`src/rtl/uart_mm_loader_if.sv`:
```
// Signal bundle between the UART byte source, the operand memories and the
// multiply engine; the loader takes the master side.
interface uart_mm_loader_if #(
  parameter int ADDR_W = 6
);
  logic [7:0]        rx_byte;
  logic              rx_status;
  logic              mem_we;
  logic              mem_sel;
  logic [ADDR_W-1:0] mem_addr;
  logic [7:0]        mem_wdata;
  logic [7:0]        dim;
  logic              mm_start;
  logic              mm_done;
  logic              busy;
  logic              job_done;
  logic              err_dim;
  logic              err_checksum;
  logic              err_timeout;

  modport master (
    input  rx_byte, rx_status, mm_done,
    output mem_we, mem_sel, mem_addr, mem_wdata, dim, mm_start, busy,
           job_done, err_dim, err_checksum, err_timeout
  );

  modport slave (
    output rx_byte, rx_status, mm_done,
    input  mem_we, mem_sel, mem_addr, mem_wdata, dim, mm_start, busy,
           job_done, err_dim, err_checksum, err_timeout
  );
endinterface

```
`src/rtl/uart_mm_loader.sv`:
```
// Parses HEADER / N / A[N*N] / B[N*N] / XOR-checksum packets from the UART,
// fills the operand memories, then launches the multiply engine.
module uart_mm_loader #(
  parameter int         MAX_N   = 8,
  parameter int         ADDR_W  = 6,
  parameter logic [7:0] HEADER  = 8'hA5,
  parameter int         TIMEOUT = 1024
) (
  input  logic             clk,
  input  logic             reset,
  uart_mm_loader_if.master bus
);
  localparam int                CNT_W     = ADDR_W + 1;
  localparam int                IDLE_W    = $clog2(TIMEOUT) + 1;
  localparam logic [7:0]        MAX_N_B   = 8'(MAX_N);
  localparam logic [IDLE_W-1:0] IDLE_LAST = IDLE_W'(TIMEOUT - 1);

  typedef enum logic [2:0] {
    S_IDLE, S_DIM, S_LOAD_A, S_LOAD_B, S_CHECK, S_START, S_WAIT_DONE
  } state_t;

  state_t            state_q, state_d;
  logic              rx_q, rx_d;
  logic [CNT_W-1:0]  elem_cnt_q, elem_cnt_d;
  logic [7:0]        csum_q, csum_d;
  logic [IDLE_W-1:0] idle_cnt_q, idle_cnt_d;
  logic [7:0]        dim_q, dim_d;
  logic              mem_we_q, mem_we_d;
  logic              mem_sel_q, mem_sel_d;
  logic [ADDR_W-1:0] mem_addr_q, mem_addr_d;
  logic [7:0]        mem_wdata_q, mem_wdata_d;
  logic              mm_start_q, mm_start_d;
  logic              job_done_q, job_done_d;
  logic              err_dim_q, err_dim_d;
  logic              err_cs_q, err_cs_d;
  logic              err_to_q, err_to_d;

  logic             byte_evt;
  logic             in_pkt;
  logic [CNT_W-1:0] nn;
  logic             last_elem;

  assign byte_evt  = bus.rx_status & ~rx_q;
  assign in_pkt    = (state_q == S_DIM) || (state_q == S_LOAD_A) ||
                     (state_q == S_LOAD_B) || (state_q == S_CHECK);
  assign nn        = CNT_W'(dim_q) * CNT_W'(dim_q);
  assign last_elem = (elem_cnt_q == nn - 1'b1);

  always_comb begin
    state_d     = state_q;
    rx_d        = bus.rx_status;
    elem_cnt_d  = elem_cnt_q;
    csum_d      = csum_q;
    dim_d       = dim_q;
    mem_we_d    = 1'b0;
    mem_sel_d   = mem_sel_q;
    mem_addr_d  = mem_addr_q;
    mem_wdata_d = mem_wdata_q;
    mm_start_d  = 1'b0;
    job_done_d  = 1'b0;
    err_dim_d   = err_dim_q;
    err_cs_d    = err_cs_q;
    err_to_d    = err_to_q;
    idle_cnt_d  = (in_pkt && !byte_evt) ? idle_cnt_q + 1'b1 : '0;

    case (state_q)
      S_IDLE: begin
        if (byte_evt && bus.rx_byte == HEADER) begin
          err_dim_d = 1'b0;
          err_cs_d  = 1'b0;
          err_to_d  = 1'b0;
          state_d   = S_DIM;
        end
      end
      S_DIM: begin
        if (byte_evt) begin
          if (bus.rx_byte != 8'd0 && bus.rx_byte <= MAX_N_B) begin
            dim_d      = bus.rx_byte;
            elem_cnt_d = '0;
            csum_d     = 8'd0;
            state_d    = S_LOAD_A;
          end else begin
            err_dim_d = 1'b1;
            state_d   = S_IDLE;
          end
        end
      end
      S_LOAD_A, S_LOAD_B: begin
        if (byte_evt) begin
          mem_we_d    = 1'b1;
          mem_sel_d   = (state_q == S_LOAD_B);
          mem_addr_d  = elem_cnt_q[ADDR_W-1:0];
          mem_wdata_d = bus.rx_byte;
          csum_d      = csum_q ^ bus.rx_byte;
          if (last_elem) begin
            elem_cnt_d = '0;
            state_d    = (state_q == S_LOAD_A) ? S_LOAD_B : S_CHECK;
          end else begin
            elem_cnt_d = elem_cnt_q + 1'b1;
          end
        end
      end
      S_CHECK: begin
        if (byte_evt) begin
          if (bus.rx_byte == csum_q) begin
            state_d = S_START;
          end else begin
            err_cs_d = 1'b1;
            state_d  = S_IDLE;
          end
        end
      end
      S_START: begin
        mm_start_d = 1'b1;
        state_d    = S_WAIT_DONE;
      end
      S_WAIT_DONE: begin
        // mm_start is still high on the first WAIT_DONE cycle; a done there is stale
        if (bus.mm_done && !mm_start_q) begin
          job_done_d = 1'b1;
          state_d    = S_IDLE;
        end
      end
      default: state_d = S_IDLE;
    endcase

    // A byte arriving on the expiry cycle takes priority over the timeout
    if (in_pkt && !byte_evt && idle_cnt_q == IDLE_LAST) begin
      err_to_d = 1'b1;
      state_d  = S_IDLE;
    end
  end

  always_ff @(posedge clk) begin
    if (reset) begin
      state_q     <= S_IDLE;
      rx_q        <= 1'b1;
      elem_cnt_q  <= '0;
      csum_q      <= 8'd0;
      idle_cnt_q  <= '0;
      dim_q       <= 8'd0;
      mem_we_q    <= 1'b0;
      mem_sel_q   <= 1'b0;
      mem_addr_q  <= '0;
      mem_wdata_q <= 8'd0;
      mm_start_q  <= 1'b0;
      job_done_q  <= 1'b0;
      err_dim_q   <= 1'b0;
      err_cs_q    <= 1'b0;
      err_to_q    <= 1'b0;
    end else begin
      state_q     <= state_d;
      rx_q        <= rx_d;
      elem_cnt_q  <= elem_cnt_d;
      csum_q      <= csum_d;
      idle_cnt_q  <= idle_cnt_d;
      dim_q       <= dim_d;
      mem_we_q    <= mem_we_d;
      mem_sel_q   <= mem_sel_d;
      mem_addr_q  <= mem_addr_d;
      mem_wdata_q <= mem_wdata_d;
      mm_start_q  <= mm_start_d;
      job_done_q  <= job_done_d;
      err_dim_q   <= err_dim_d;
      err_cs_q    <= err_cs_d;
      err_to_q    <= err_to_d;
    end
  end

  assign bus.mem_we       = mem_we_q;
  assign bus.mem_sel      = mem_sel_q;
  assign bus.mem_addr     = mem_addr_q;
  assign bus.mem_wdata    = mem_wdata_q;
  assign bus.dim          = dim_q;
  assign bus.mm_start     = mm_start_q;
  assign bus.busy         = (state_q != S_IDLE);
  assign bus.job_done     = job_done_q;
  assign bus.err_dim      = err_dim_q;
  assign bus.err_checksum = err_cs_q;
  assign bus.err_timeout  = err_to_q;
endmodule

```
`src/flat_wrapper.sv`:
```
// flat-port wrapper written by rule: the top's interface ports become plain ports
module uart_mm_loader_flat 
#(
  parameter int         MAX_N   = 8,
  parameter int         ADDR_W  = 6,
  parameter logic [7:0] HEADER  = 8'hA5,
  parameter int         TIMEOUT = 1024
)
  (clk, reset, bus_rx_byte, bus_rx_status, bus_mm_done, bus_mem_we, bus_mem_sel, bus_mem_addr, bus_mem_wdata, bus_dim, bus_mm_start, bus_busy, bus_job_done, bus_err_dim, bus_err_checksum, bus_err_timeout);
  uart_mm_loader_if #(.ADDR_W(ADDR_W)) bus_i ();
  input  logic clk;
  input  logic reset;
  input wire logic [$bits(bus_i.rx_byte)-1:0] bus_rx_byte;
  input wire logic [$bits(bus_i.rx_status)-1:0] bus_rx_status;
  input wire logic [$bits(bus_i.mm_done)-1:0] bus_mm_done;
  output wire logic [$bits(bus_i.mem_we)-1:0] bus_mem_we;
  output wire logic [$bits(bus_i.mem_sel)-1:0] bus_mem_sel;
  output wire logic [$bits(bus_i.mem_addr)-1:0] bus_mem_addr;
  output wire logic [$bits(bus_i.mem_wdata)-1:0] bus_mem_wdata;
  output wire logic [$bits(bus_i.dim)-1:0] bus_dim;
  output wire logic [$bits(bus_i.mm_start)-1:0] bus_mm_start;
  output wire logic [$bits(bus_i.busy)-1:0] bus_busy;
  output wire logic [$bits(bus_i.job_done)-1:0] bus_job_done;
  output wire logic [$bits(bus_i.err_dim)-1:0] bus_err_dim;
  output wire logic [$bits(bus_i.err_checksum)-1:0] bus_err_checksum;
  output wire logic [$bits(bus_i.err_timeout)-1:0] bus_err_timeout;
  assign bus_i.rx_byte = bus_rx_byte;
  assign bus_i.rx_status = bus_rx_status;
  assign bus_i.mm_done = bus_mm_done;
  assign bus_mem_we = bus_i.mem_we;
  assign bus_mem_sel = bus_i.mem_sel;
  assign bus_mem_addr = bus_i.mem_addr;
  assign bus_mem_wdata = bus_i.mem_wdata;
  assign bus_dim = bus_i.dim;
  assign bus_mm_start = bus_i.mm_start;
  assign bus_busy = bus_i.busy;
  assign bus_job_done = bus_i.job_done;
  assign bus_err_dim = bus_i.err_dim;
  assign bus_err_checksum = bus_i.err_checksum;
  assign bus_err_timeout = bus_i.err_timeout;
  uart_mm_loader #(.MAX_N(MAX_N), .ADDR_W(ADDR_W), .HEADER(HEADER), .TIMEOUT(TIMEOUT)) u_core (.clk(clk), .reset(reset), .bus(bus_i));
endmodule
```
`config.mk`:
```
export PLATFORM = sky130hd
export DESIGN_NAME = uart_mm_loader_flat
export DESIGN_NICKNAME = d
export VERILOG_FILES = /design/src/rtl/uart_mm_loader_if.sv /design/src/rtl/uart_mm_loader.sv /design/src/flat_wrapper.sv
export SDC_FILE = /design/constraint.sdc
export NUM_CORES = 1
export LEC_CHECK = 0
export ABC_AREA = 1
export CAP_MARGIN = 40
export CELL_PAD_IN_SITES_DETAIL_PLACEMENT = 0
export CELL_PAD_IN_SITES_GLOBAL_PLACEMENT = 1
export CORE_ASPECT_RATIO = 0.75
export CORE_MARGIN = 3
export CORE_UTILIZATION = 40
export CTS_CLUSTER_SIZE = 24
export DETAILED_ROUTE_END_ITERATION = 7
export GPL_TIMING_DRIVEN = 1
export HOLD_SLACK_MARGIN = 0.06
export PLACE_DENSITY_LB_ADDON = 0.25
export SYNTH_ARGS = -nofsm -noshare
export SYNTH_HDL_FRONTEND = slang
export SYNTH_SLANG_ARGS = --single-unit
```
`constraint.sdc`:
```
create_clock -name clk -period 4.3 [get_ports clk]
set_clock_uncertainty 0.2 [all_clocks]
set_input_delay 0.86 -clock clk [delete_from_list [all_inputs] [get_ports clk]]
set_output_delay 0.86 -clock clk [all_outputs]
set_load 0.1 [all_outputs]
```
; ---- After elaboration in Yosys (flattened, before gate mapping)
; Index checks and enable logic that the tools add are counted.
; Widths: inputs -> output; s select.
[word_totals]
reg_bits = 59
in_bits = 12
word_cells = 106
out_inout_bits = 30
[op_classes]
n_mux = 31
magnitude_cmp = 1
n_reduce_logical = 30
eq_ne = 19
add_sub_neg = 3
bitwise_logic = 6
n_mul = 1
[op_table]
columns = cell, count
row1 = $mux 7, 4
row2 = $mux 3, 8
row3 = $mux 8, 3
row4 = $pmux 3 s6, 1
row5 = $pmux 8 s2, 1
row6 = $pmux 7 s2, 1
row7 = $ne 2x1->1 const B, 6
row8 = $reduce_and 4->1, 3
row9 = $add 11x1->11 const B, 1
row10 = $eq 11x10->1 const B, 1
row11 = $mux 1, 10
row12 = $reduce_bool 2->1, 5
row13 = $reduce_or 2->1, 5
row14 = $eq 3x3->1 const B, 3
row15 = $eq 8x8->1, 1
row16 = $eq 8x8->1 const B, 1
row17 = $le 8x4->1 const B, 1
row18 = $reduce_bool 8->1, 1
row19 = $xor 8x8->8, 1
row20 = $add 7x1->7 const B, 1
row21 = $eq 7x7->1, 1
row22 = $mul 7x7->7, 1
row23 = $sub 7x1->7 const B, 1
row24 = $eq 3x2->1 const B, 2
row25 = other kinds (14), 28

; ---- Depth between registers and ports, before layout
; Gate-level depths: netlist of the first run.
[depth]
depth_word = 8
depth_mapped = 25
ltp_nobuf = 24

; ---- Worst setup path before layout of the first run
; No wires, ideal clock.
[synth_timing]
path_kind = register -> register
start = reg u_core.dim_q[3] (netlist: u_core.bus.dim[3])
end = reg u_core.state_q[1]
period_less_slack_ns = 4.713
n_path_buf = 0
t_arrival_ns = 4.400
setup_time_ns = 0.113
t_required_ns = 3.987
path_slack_ns = -0.413
path_stages_with_launch = 24
cell_sequence = dfxtp_1 nand2_1 xor2_1 ha_1 a21oi_1 fa_1 inv_1 fa_1 inv_1 fa_1 inv_1 ha_1 nand2_1 nand2_1 nor2_1 inv_1 nand3_1 nand2_1 nand2_1 nand3_1 nand2_1 nand2_1 o21ai_1 inv_1
[synth_between]
elab_chain_cells = 5
[synth_rtl]
columns = item, line
row1 = start: declaration, uart_mm_loader.sv:27  ; logic [7:0] dim_q, dim_d;
row2 = start signal: assignment, uart_mm_loader.sv:157  ; dim_q <= dim_d;
row3 = $mul 7x7->7, uart_mm_loader.sv:46  ; assign nn = CNT_W'(dim_q) * CNT_W'(dim_q);
row4 = $sub 7x1->7, uart_mm_loader.sv:47  ; assign last_elem = (elem_cnt_q == nn - 1'b1);
row5 = $eq 7x7->1, uart_mm_loader.sv:47
row6 = $ne 2x1->1 (no source line), n/a
row7 = $reduce_and 6->1 (no source line), n/a
row8 = end signal: assignment, uart_mm_loader.sv:152  ; state_q <= state_d;
row9 = end: declaration, uart_mm_loader.sv:22  ; state_t state_q, state_d;
; Every way passes these cells.
; A chain may end at the register's enable or synchronous reset.

; ---- Worst setup path in the final report of the first run
[layout_timing]
start = reg u_core.dim_q[3] (netlist: u_core.bus.dim[3])
end = reg u_core.elem_cnt_q[2]
[layout_between]
elab_chain_cells = 6
[layout_rtl]
columns = item, line
row1 = $mul 7x7->7, uart_mm_loader.sv:46
row2 = $sub 7x1->7, uart_mm_loader.sv:47
row3 = $eq 7x7->1, uart_mm_loader.sv:47
row4 = $mux 7, uart_mm_loader.sv:95  ; if (last_elem) begin
row5 = $mux 7, uart_mm_loader.sv:89  ; if (byte_evt) begin
row6 = $pmux 7 s2, uart_mm_loader.sv:66  ; case (state_q)
row7 = end signal: assignment, uart_mm_loader.sv:154  ; elem_cnt_q <= elem_cnt_d;
row8 = end: declaration, uart_mm_loader.sv:24  ; logic [CNT_W-1:0] elem_cnt_q, elem_cnt_d;
; Every way passes these cells. The select of a mux whose other input is x is not followed.

==> results of run 1 <==
==> power breakdown <==
| group | internal, mW | switching, mW |
|---|---|---|
| logic | 0.111 | 0.205 |
| registers | 0.566 | 0.0195 |
| clock network | 0.296 | 0.204 |
| total | 0.973 | 0.428 |
==> cells by family (layout without fill, tap and decap cells) <==
group | after synthesis | after routing | synth area share (%)
compound gates | 71 | 71 | 12.3
xor+xnor | 20 | 20 | 5.53
fa+ha+maj | 16 | 16 | 7.75
buf+inv | 87 | 171 | 10.9
flops | 59 | 59 | 37.3
other cells | 2 | 2 | 0.237
simple gates | 180 | 180 | 26.0
==> worst max-delay path, cell delays in order, from the launching register on <==
cell	delay (ns)
dfxtp_4	0.38
nand2_2	0.08
xor2_1	0.16
ha_2	0.18
a21oi_1	0.04
fa_1	0.48
inv_1	0.05
fa_1	0.49
inv_1	0.06
fa_1	0.52
inv_1	0.06
ha_4	0.25
nand2_1	0.07
nor2_1	0.05
nor2_2	0.14
inv_1	0.07
nand3_1	0.07
nand2_1	0.05
nand2_1	0.06
nand3_1	0.06
nand2_1	0.10
nand2_1	0.09
nand2_4	0.12
nor2_1	0.05
==> worst min path at each step <==
stage	slack (ns)	to
floorplan	0.22	u_core.idle_cnt_q[0]$_SDFF_PP0_
global placement	0.23	u_core.idle_cnt_q[0]$_SDFF_PP0_
detailed placement	0.24	u_core.bus.job_done$_SDFF_PP0_
CTS	0.26	u_core.bus.job_done$_SDFF_PP0_
global route	0.27	u_core.bus.job_done$_SDFF_PP0_
finish	0.25	u_core.idle_cnt_q[0]$_SDFF_PP0_
==> cell usage after synthesis <==
library cell  instances
nand2_1              91
inv_1                66
dfxtp_1              59
a21oi_1              40
nor2_1               35
nand3_1              27
o21ai_0              23
xor2_1               14
ha_1                 10
inv_2                 9
fa_1                  6
xnor2_1               6
clkbuf_1              5
nor3_1                5
nand2_2               4
nand4_1               4
clkinv_1              3
buf_2                 2
buf_6                 2
conb_1                2
nand3b_1              2
nor2_2                2
nor2_4                2
o21ai_1               2
a21oi_2               1
a31o_2                1
a31oi_2               1
nand2_4               1
nand3_2               1
nand4_4               1
nor2_8                1
nor3b_1               1
nor4_1                1
o211ai_1              1
o221ai_2              1
o31ai_2               1
or2_0                 1
or2_1                 1
==> routing by layer <==
layer	up-vias	routed length, microns	track usage (%)	part of all wire [%]
li1	1531	-	-	-
met1	1317	3870	24.6	50
met3	10	285	4.97	3.7
met4	0	81	3.44	1.1
met5	-	0	0	0
met2	45	3450	28.0	45
==> sequential cells by signal (all words and copies together) (netlist names) <==
signal                   count
u_core.elem_cnt_q            7
u_core.bus.err_timeout       1
u_core.bus.err_dim           1
u_core.state_q               3
u_core.bus.mem_sel           1
u_core.csum_q                8
u_core.bus.job_done          1
u_core.bus.err_checksum      1
u_core.bus.mem_we            1
u_core.rx_q                  1
u_core.bus.mem_addr          6
u_core.bus.mm_start          1
u_core.idle_cnt_q           11
u_core.bus.mem_wdata         8
u_core.bus.dim               8
==> stage by stage <==
step                hold WS [ns]  setup slack (ns)  util (%)
floorplan                  0.218            0.0874         -
global placement           0.230             0.302      49.2
detailed placement         0.241             0.133      55.4
global route               0.272           0.00990      58.7
CTS                        0.257             0.124      57.9
finish                     0.253             0.304      58.7
==> what timing repair did <==
item                                    4_1_cts  5_1_grt
endpoints found under the setup margin        0       10
gates resized for setup                       0        5
buffers inserted                              0        4
==> area by class of cell <==
type / instances / area (sq um) / share of cell area (%)
multi-input cells: 289 / 1670 / 37.8
flip-flops and latches: 59 / 1200 / 27.2
repair buffers: 78 / 926 / 21.0
inverters: 78 / 293 / 6.65
clock buffers: 13 / 159 / 3.61
well taps: 101 / 126 / 2.87
clock inverters: 2 / 35.0 / 0.796
==> run_results.csv, run 1 <==
group,metric,value,unit
yosys,synth_top_area_share,37.3,%
global_routing,antenna_found_initial,0,
clock_tree,cts_buffers,9,
final_layout,final_cells,620,
yosys,synth.cell_area,3170,sq um
worst_setup_path,arrival,4.01,ns
worst_setup_path,reg2reg_to,"u_core.elem_cnt_q[2]$_SDFFE_PP0P_",
sta,fmax,250,MHz
global_routing,grt_overflow_total,0,
sta,rsz0062_at_grt,"no",
clock_tree,clk_latency,0.32,ns
yosys,yosysTopAreaCell,"dfxtp_1",
floorplan,rows,27,
worst_setup_path,end_kind,"flop",
flow_run,drv_cap,0,
worst_setup_path,startpoint_type,"flop",
sta,setup_viol,0,
routing,ant_nets,0,
clock_tree,clock-sinks,59,
routing,first_iter_violations,136,
power_and_ir_drop,power,1.40,mW
global_routing,grt_pass1_vias,2818,
sta,fin_crit,4.00,ns
yosys,syn_nets,463,
final_layout,drive_gt1_share,16.6,%
final_layout,area_growth,39.0,%
power_and_ir_drop,leakagePower,1.95,nW
floorplan,start_util,42.2,%
sta,slew_violations,0,
power_and_ir_drop,ir_drop,200,uV
hold_path,min_from,"u_core.idle_cnt_q[0]$_SDFF_PP0_",
floorplan,core_region_area,7500,sq um
routing,first_pass_iters,4,
routing,totalWireLength,7690,microns
placement,dp_hpwl,5980,microns
sta,fin_crit_sh,92.9,%
final_layout,antenna_cells,0,
yosys,synth_area_leaders,"dfxtp_1 (37%), nand2_1 (11%), inv_1 (7.8%)",
floorplan,die_w,109,microns
yosys,ys_seq_area_share,37.3,%
yosys,synth_cell_types,38,
final_layout,fillCellCount,694,
clock_tree,cts_tree,"built",
yosys,postSynthAreaPerCell,7.28,sq um
global_routing,grt_pass1_wl,13000,microns
placement,placed_area,4150,sq um
clock_tree,clk_path_buf_depth,2,
final_layout,mostFrequentLayoutCell,"nand2_1",
final_layout,final_cell_mix,"nand2_1 (90), inv_1 (66), dfxtp_1 (53), clkdlybuf4s50_1 (41), a21oi_1 (40)",
placement,portBuffers,41,
clock_tree,path_clk_slew,0.06,ns
global_routing,grt_usage,17.8,%
floorplan,pin_count,42,
floorplan,die_y,83.0,microns
sta,tns,0,ns
hold_path,hold_path.class,"flop to flop",
worst_setup_path,rrSetupSlack,0.30,ns
global_routing,grt_max_degree,36,
floorplan,dieArea,9030,sq um
worst_setup_path,worstSetupPathType,"flop to flop",
routing,remaining_drc_errors,0,
clock_tree,clock-root-buffer,"clkbuf_8",
hold_path,hold_depth,1,
yosys,yosys_warnings,0,
placement,routabilityCongestion,0.776,
clock_tree,hold_buffers,0,
yosys,postSynthCellCount,435,
outcome,outcome,"finished clean",
worst_setup_path,crit_path_start,"u_core.bus.dim[3]$_SDFFE_PP0P_",
worst_setup_path,worstPathMaxFanout,7,
final_layout,finish.instance_area,4400,sq um
yosys,ys_seq_elements,59,
worst_setup_path,rr_startpoint,"u_core.bus.dim[3]$_SDFFE_PP0P_",
worst_setup_path,r2r_cells,23,
power_and_ir_drop,p_per_area,318,nW/um^2
routing,num_vias,2903,
routing,wire_per_inst,12.4,microns
placement,dp.cells,601,
clock_tree,htreeDepth,3,
routing,viasPerCell,4.68,
worst_setup_path,required,4.31,ns
worst_setup_path,cp-endpoint,"u_core.elem_cnt_q[2]$_SDFFE_PP0P_",
sta,hold_viol_final,0,
final_layout,layout.nets,543,
Power figures use the tool's default switching activity.
==> inputs of run 2 (changes only) <==
CTS_CLUSTER_DIAMETER = 60   (was not set)
PLACE_DENSITY = 0.9   (was not set)
PLACE_DENSITY_LB_ADDON = not set   (was 0.25)
==> run 2 against run 1 <==
Effect of this change:
- non-clock buffer count shrank 5
- sequential share of layout area up 0.54 points
- count of clock-buffer cells in the layout shrank 1
- flip-flop and latch count unchanged
- utilization is 1.2 points lower
- critical path type unchanged
- largest cell class unchanged
- largest power group unchanged
- highest routed layer unchanged
==> run_results.csv, run 2 (synthesized netlist as in run 1, its figures left out) <==
group,metric,value,unit
outcome,outcome,"finished clean",
final_layout,final_cell_mix,"nand2_1 (90), inv_1 (66), dfxtp_1 (53), clkdlybuf4s50_1 (41), a21oi_1 (40)",
routing,ant_nets,0,
worst_setup_path,startpoint_type,"flop",
placement,portBuffers,41,
clock_tree,cts_tree,"built",
worst_setup_path,end_kind,"flop",
final_layout,drive_gt1_share,15.4,%
worst_setup_path,worstPathMaxFanout,8,
clock_tree,cts_buffers,9,
hold_path,hold_depth,1,
power_and_ir_drop,ir_drop,178,uV
floorplan,start_util,42.2,%
final_layout,mostFrequentLayoutCell,"nand2_1",
sta,hold_viol_final,0,
sta,tightest_slew,0.596,ns
worst_setup_path,cp_cell_sequence,"nand2_1, xor2_1, ha_1, a21oi_1, fa_1, inv_1, fa_1, inv_1, fa_1, inv_1, ha_1, nand2_1, nand2_1, nor2_2, inv_1, nand3_1, nand2_1, nand2_1, nand3_1, nand2_2, nand2_1, nand2_4, nor2_1",
worst_setup_path,crit_family,"adder cells",
floorplan,die_y,83.0,microns
floorplan,pin_count,42,
worst_setup_path,critical_path_depth,23,
routing,first_iter_violations,133,
routing,totalWireLength,7520,microns
worst_setup_path,required,4.32,ns
floorplan,rows,27,
floorplan,dieArea,9030,sq um
global_routing,grt_usage,17.6,%
worst_setup_path,arrival,4.06,ns
final_layout,fin_util,57.5,%
final_layout,area_growth,36.3,%
worst_setup_path,critPathMaxStageDelay,0.53,ns
power_and_ir_drop,p_per_area,309,nW/um^2
worst_setup_path,crit_path_start,"u_core.bus.dim[1]$_SDFFE_PP0P_",
placement,dp_hpwl,5860,microns
final_layout,largest_reg_flops,11,
global_routing,grt_pass1_vias,2863,
routing,wire_per_inst,12.2,microns
final_layout,largest-register,"u_core.idle_cnt_q",
routing,num_vias,2910,
hold_path,min_from,"u_core.idle_cnt_q[0]$_SDFF_PP0_",
clock_tree,clock-root-buffer,"clkbuf_8",
worst_setup_path,r2r_cells,23,
clock_tree,clk_path_buf_depth,2,
clock_tree,path_clk_slew,0.07,ns
clock_tree,htreeDepth,3,
global_routing,grt_pass1_wl,12800,microns
sta,fmax,248,MHz
floorplan,core_region_area,7500,sq um
floorplan,die_w,109,microns
sta,fin_crit_sh,93.9,%
routing,first_pass_iters,5,
worst_setup_path,critPathBufInv,4,
worst_setup_path,crit_path_top_delay_cell,"fa_1",
sta,tns,0,ns
clock_tree,clock-sinks,59,
global_routing,grt_overflow_total,0,
clock_tree,cts_resized,0,
worst_setup_path,rr_startpoint,"u_core.bus.dim[1]$_SDFFE_PP0P_",
sta,rsz0062_at_grt,"no",
sta,setup_viol,0,
worst_setup_path,path_common_cell,"nand2_1",
final_layout,antenna_cells,0,
sta,relSlewSlack,60.1,%
sta,fin_crit,4.04,ns
worst_setup_path,worstSetupPathType,"flop to flop",
placement,routabilityCongestion,0.827,
global_routing,grt_max_degree,35,
clock_tree,hold_buffers,0,
sta,slew_violations,0,
clock_tree,post-cts-setup-buffers,0,
global_routing,antenna_found_initial,0,
hold_path,hold_path.class,"flop to flop",
flow_run,drv_cap,0,
power_and_ir_drop,leakagePower,1.91,nW
clock_tree,clk_latency,0.34,ns
final_layout,layout.nets,538,
routing,remaining_drc_errors,0,
routing,viasPerCell,4.73,
run 2: per-layer routing:
layer	global-route usage, %	wire length (microns)	up-vias	share of wire [%]
met1	22.9	3600	1335	48
met4	5.16	57	0	0.76
met2	28.4	3570	52	47
met5	0	0	-	0
li1	-	-	1517	-
met3	5.05	293	6	3.9
run 2: cell type report:
class,instances,area (sq um)
flip-flops and latches,59,1200
clock buffers,12,145
repair buffers,73,888
fillers,704,3190
inverters,78,293
multi-input cells,289,1650
clock inverters,3,15.0
well taps,101,126
run 2: stage by stage:
step                      power [mW]  hold slack, ns  std cells  setup WS [ns]  cell area (sq um)
final                           1.33           0.255        615          0.261               4310
after global routing            1.40           0.285        615        0.00942               4310
after CTS                       1.34           0.262        615          0.194               4300
after detailed placement       0.910           0.249        600          0.223               4140
after global placement         0.864           0.230        570          0.327               3680
after floorplan                0.801           0.218        435         0.0874               3180
run 2: worst reg2reg max path: cells and delay by family (launching register included):
| kind | cells | cell delay (ns) |
|---|---|---|
| adders and majority gates | 5 | 1.97 |
| and+or+nand+nor | 12 | 0.95 |
| DFF | 1 | 0.39 |
| buffers and inverters | 4 | 0.23 |
| xor gates and xnor gates | 1 | 0.17 |
| AOI/OAI and AO/OA | 1 | 0.05 |
run 2: where the power goes:
part	switching, mW	internal (mW)	leakage [nW]
sequential	0.0195	0.566	0.480
clock	0.215	0.219	0.0860
combinational	0.205	0.109	1.34
total	0.439	0.894	1.91
run 2: path summary, 6_finish.rpt:
path	endpoint	slack (ns)
max reg2reg	u_core.elem_cnt_q[6]$_SDFFE_PP0P_	0.26
min	u_core.idle_cnt_q[0]$_SDFF_PP0_	0.25
min reg2reg	u_core.idle_cnt_q[0]$_SDFF_PP0_	0.25
max	u_core.elem_cnt_q[6]$_SDFFE_PP0P_	0.26
==> inputs of run 3 (changes only) <==
CORE_ASPECT_RATIO = 0.6   (was 0.75)
==> run 3 against run 2 <==
Effect of this change:
- cell area up 4.4%
- sequential share of layout area decreased by 1.2 points
- power increased by 19%
- sequential power hardly changed
- register-to-register slack lost 0.03 ns
- critical path depth is the same
- worst setup slack worse by 0.028 ns
- count of clock-buffer cells in the layout increased by 2
- utilization grew 2.7 points
- combinational power increased by 3%
- via count is 1.3% higher
- worst hold slack barely moved
- largest power group is now clock
- highest routed layer unchanged
==> run_results.csv, run 3 (synthesized netlist as in run 1, its figures left out) <==
group,metric,value,unit
floorplan,die_y,74.9,microns
routing,wire_per_inst,13.1,microns
sta,fin_crit_sh,94.6,%
power_and_ir_drop,leakagePower,1.99,nW
floorplan,start_util,42.3,%
final_layout,drive_gt1_share,15.7,%
floorplan,die_w,121,microns
final_layout,layout.nets,540,
global_routing,grt_overflow_total,0,
final_layout,fillCellCount,614,
clock_tree,cts_tree,"built",
flow_run,drv_cap,0,
clock_tree,htreeDepth,3,
floorplan,core_region_area,7480,sq um
worst_setup_path,worstSetupPathType,"flop to flop",
global_routing,antenna_found_initial,0,
outcome,outcome,"finished clean",
sta,fin_crit,4.07,ns
worst_setup_path,startpoint_type,"flop",
placement,portBuffers,41,
clock_tree,clk_path_buf_depth,2,
clock_tree,cts_buffers,9,
placement,dp_hpwl,6220,microns
sta,fin_ws,0.233,ns
routing,ant_nets,0,
worst_setup_path,end_kind,"flop",
routing,num_vias,2947,
sta,relSlewSlack,58.2,%
sta,fin_hold_ws,0.255,ns
hold_path,min_from,"u_core.bus.mm_start$_SDFF_PP0_",
power_and_ir_drop,power,1.58,mW
floorplan,dieArea,9050,sq um
global_routing,grt_pass1_vias,2790,
sta,tightest_slew,0.625,ns
final_layout,fin_util,60.2,%
clock_tree,clk_latency,0.32,ns
sta,rsz0062_at_grt,"no",
final_layout,largest-register,"u_core.idle_cnt_q",
clock_tree,clock-root-buffer,"clkbuf_16",
clock_tree,path_clk_slew,0.05,ns
routing,remaining_drc_errors,0,
placement,routabilityCongestion,0.912,
final_layout,antenna_cells,0,
worst_setup_path,arrival,4.08,ns
final_layout,area_growth,42.3,%
worst_setup_path,rr_startpoint,"u_core.bus.dim[1]$_SDFFE_PP0P_",
sta,slew_violations,0,
sta,hold_viol_final,0,
final_layout,mostFrequentLayoutCell,"nand2_1",
sta,setup_viol,0,
sta,tns,0,ns
clock_tree,clock-sinks,59,
routing,viasPerCell,4.75,
power_and_ir_drop,ir_drop,197,uV
final_layout,final_cell_mix,"nand2_1 (91), inv_1 (66), dfxtp_1 (53), clkdlybuf4s50_1 (41), a21oi_1 (40)",
global_routing,grt_usage,19.5,%
routing,first_pass_iters,4,
global_routing,grt_pass1_wl,13600,microns
worst_setup_path,crit_path_start,"u_core.bus.dim[1]$_SDFFE_PP0P_",
placement,pre_cts_slack,0.159,ns
power_and_ir_drop,p_per_area,351,nW/um^2
placement,placed_area,4210,sq um
final_layout,finish.instance_area,4500,sq um
hold_path,hold_path.class,"flop to flop",
placement,dp.cells,604,
global_routing,grt_max_degree,35,
worst_setup_path,required,4.31,ns
sta,fmax,246,MHz
floorplan,rows,24,
floorplan,pin_count,42,
final_layout,largest_reg_flops,11,
final_layout,final_cells,621,
routing,totalWireLength,8140,microns
worst_setup_path,worstPathMaxFanout,8,
routing,first_iter_violations,193,
==> run 3: changes by cell type in the layout (fill, tap and decap cells not counted), moves of 2 or more <==
cell and change:
buf_4 +2, buf_16 +4, clkbuf_16 +9, buf_8 -4, clkbuf_8 -7
==> run 3: path summary, 6_finish.rpt <==
| path | endpoint | slack [ns] | cells past startpoint |
|---|---|---|---|
| hold / removal | u_core.bus.job_done$_SDFF_PP0_ | 0.25 | 1 |
| hold reg to reg | u_core.bus.job_done$_SDFF_PP0_ | 0.25 | 1 |
| setup reg to reg | u_core.elem_cnt_q[4]$_SDFFE_PP0P_ | 0.23 | 23 |
| setup / recovery | u_core.elem_cnt_q[4]$_SDFFE_PP0P_ | 0.23 | 23 |
==> run 3: final cells by class <==
type | instances | area, sq um | share of cell area [%]
clock inverter | 2 | 10.0 | 0.222
tap | 104 | 130 | 2.89
sequential | 59 | 1200 | 26.6
timing repair buffer | 75 | 953 | 21.2
multi-input combinational | 289 | 1650 | 36.6
clock buffer | 14 | 274 | 6.08
inverter | 78 | 293 | 6.50
==> run 3: per-layer routing <==
metal | GRT usage, % | vias to the layer above | wire length (microns)
li1 | - | 1523 | -
met1 | 27.3 | 1326 | 4030
met2 | 29.6 | 88 | 3400
met3 | 4.95 | 10 | 604
met4 | 6.91 | 0 | 110
met5 | 0 | - | 0
==> run 3: report_power, final <==
part	internal [mW]	switching [mW]	leakage [nW]	total [mW]
registers	0.567	0.0185	0.480	0.586
logic	0.113	0.209	1.37	0.323
clock network	0.435	0.239	0.143	0.674
==> run 3: worst max-delay path, stage by stage (launching register included) <==
cell	delay, ns
dfxtp_4	0.37
nand2_1	0.11
xor2_1	0.16
ha_1	0.16
a21oi_1	0.05
fa_1	0.50
inv_1	0.05
fa_1	0.47
inv_1	0.05
fa_1	0.53
inv_1	0.05
ha_1	0.33
nand2_1	0.08
nor2_1	0.05
nor2_2	0.14
inv_1	0.07
nand2_1	0.06
nand2_1	0.05
nand2_1	0.05
nand3_1	0.07
nand2_1	0.10
nand2_1	0.09
nand2_4	0.11
nor2_1	0.05
==> run 3: what timing repair did <==
| action | 4_1_cts | 5_1_grt |
|---|---|---|
| buffers inserted | 0 | 1 |
| hold buffers | 0 | 0 |
| setup endpoints to repair | 0 | 10 |
| gates resized for setup | 0 | 2 |
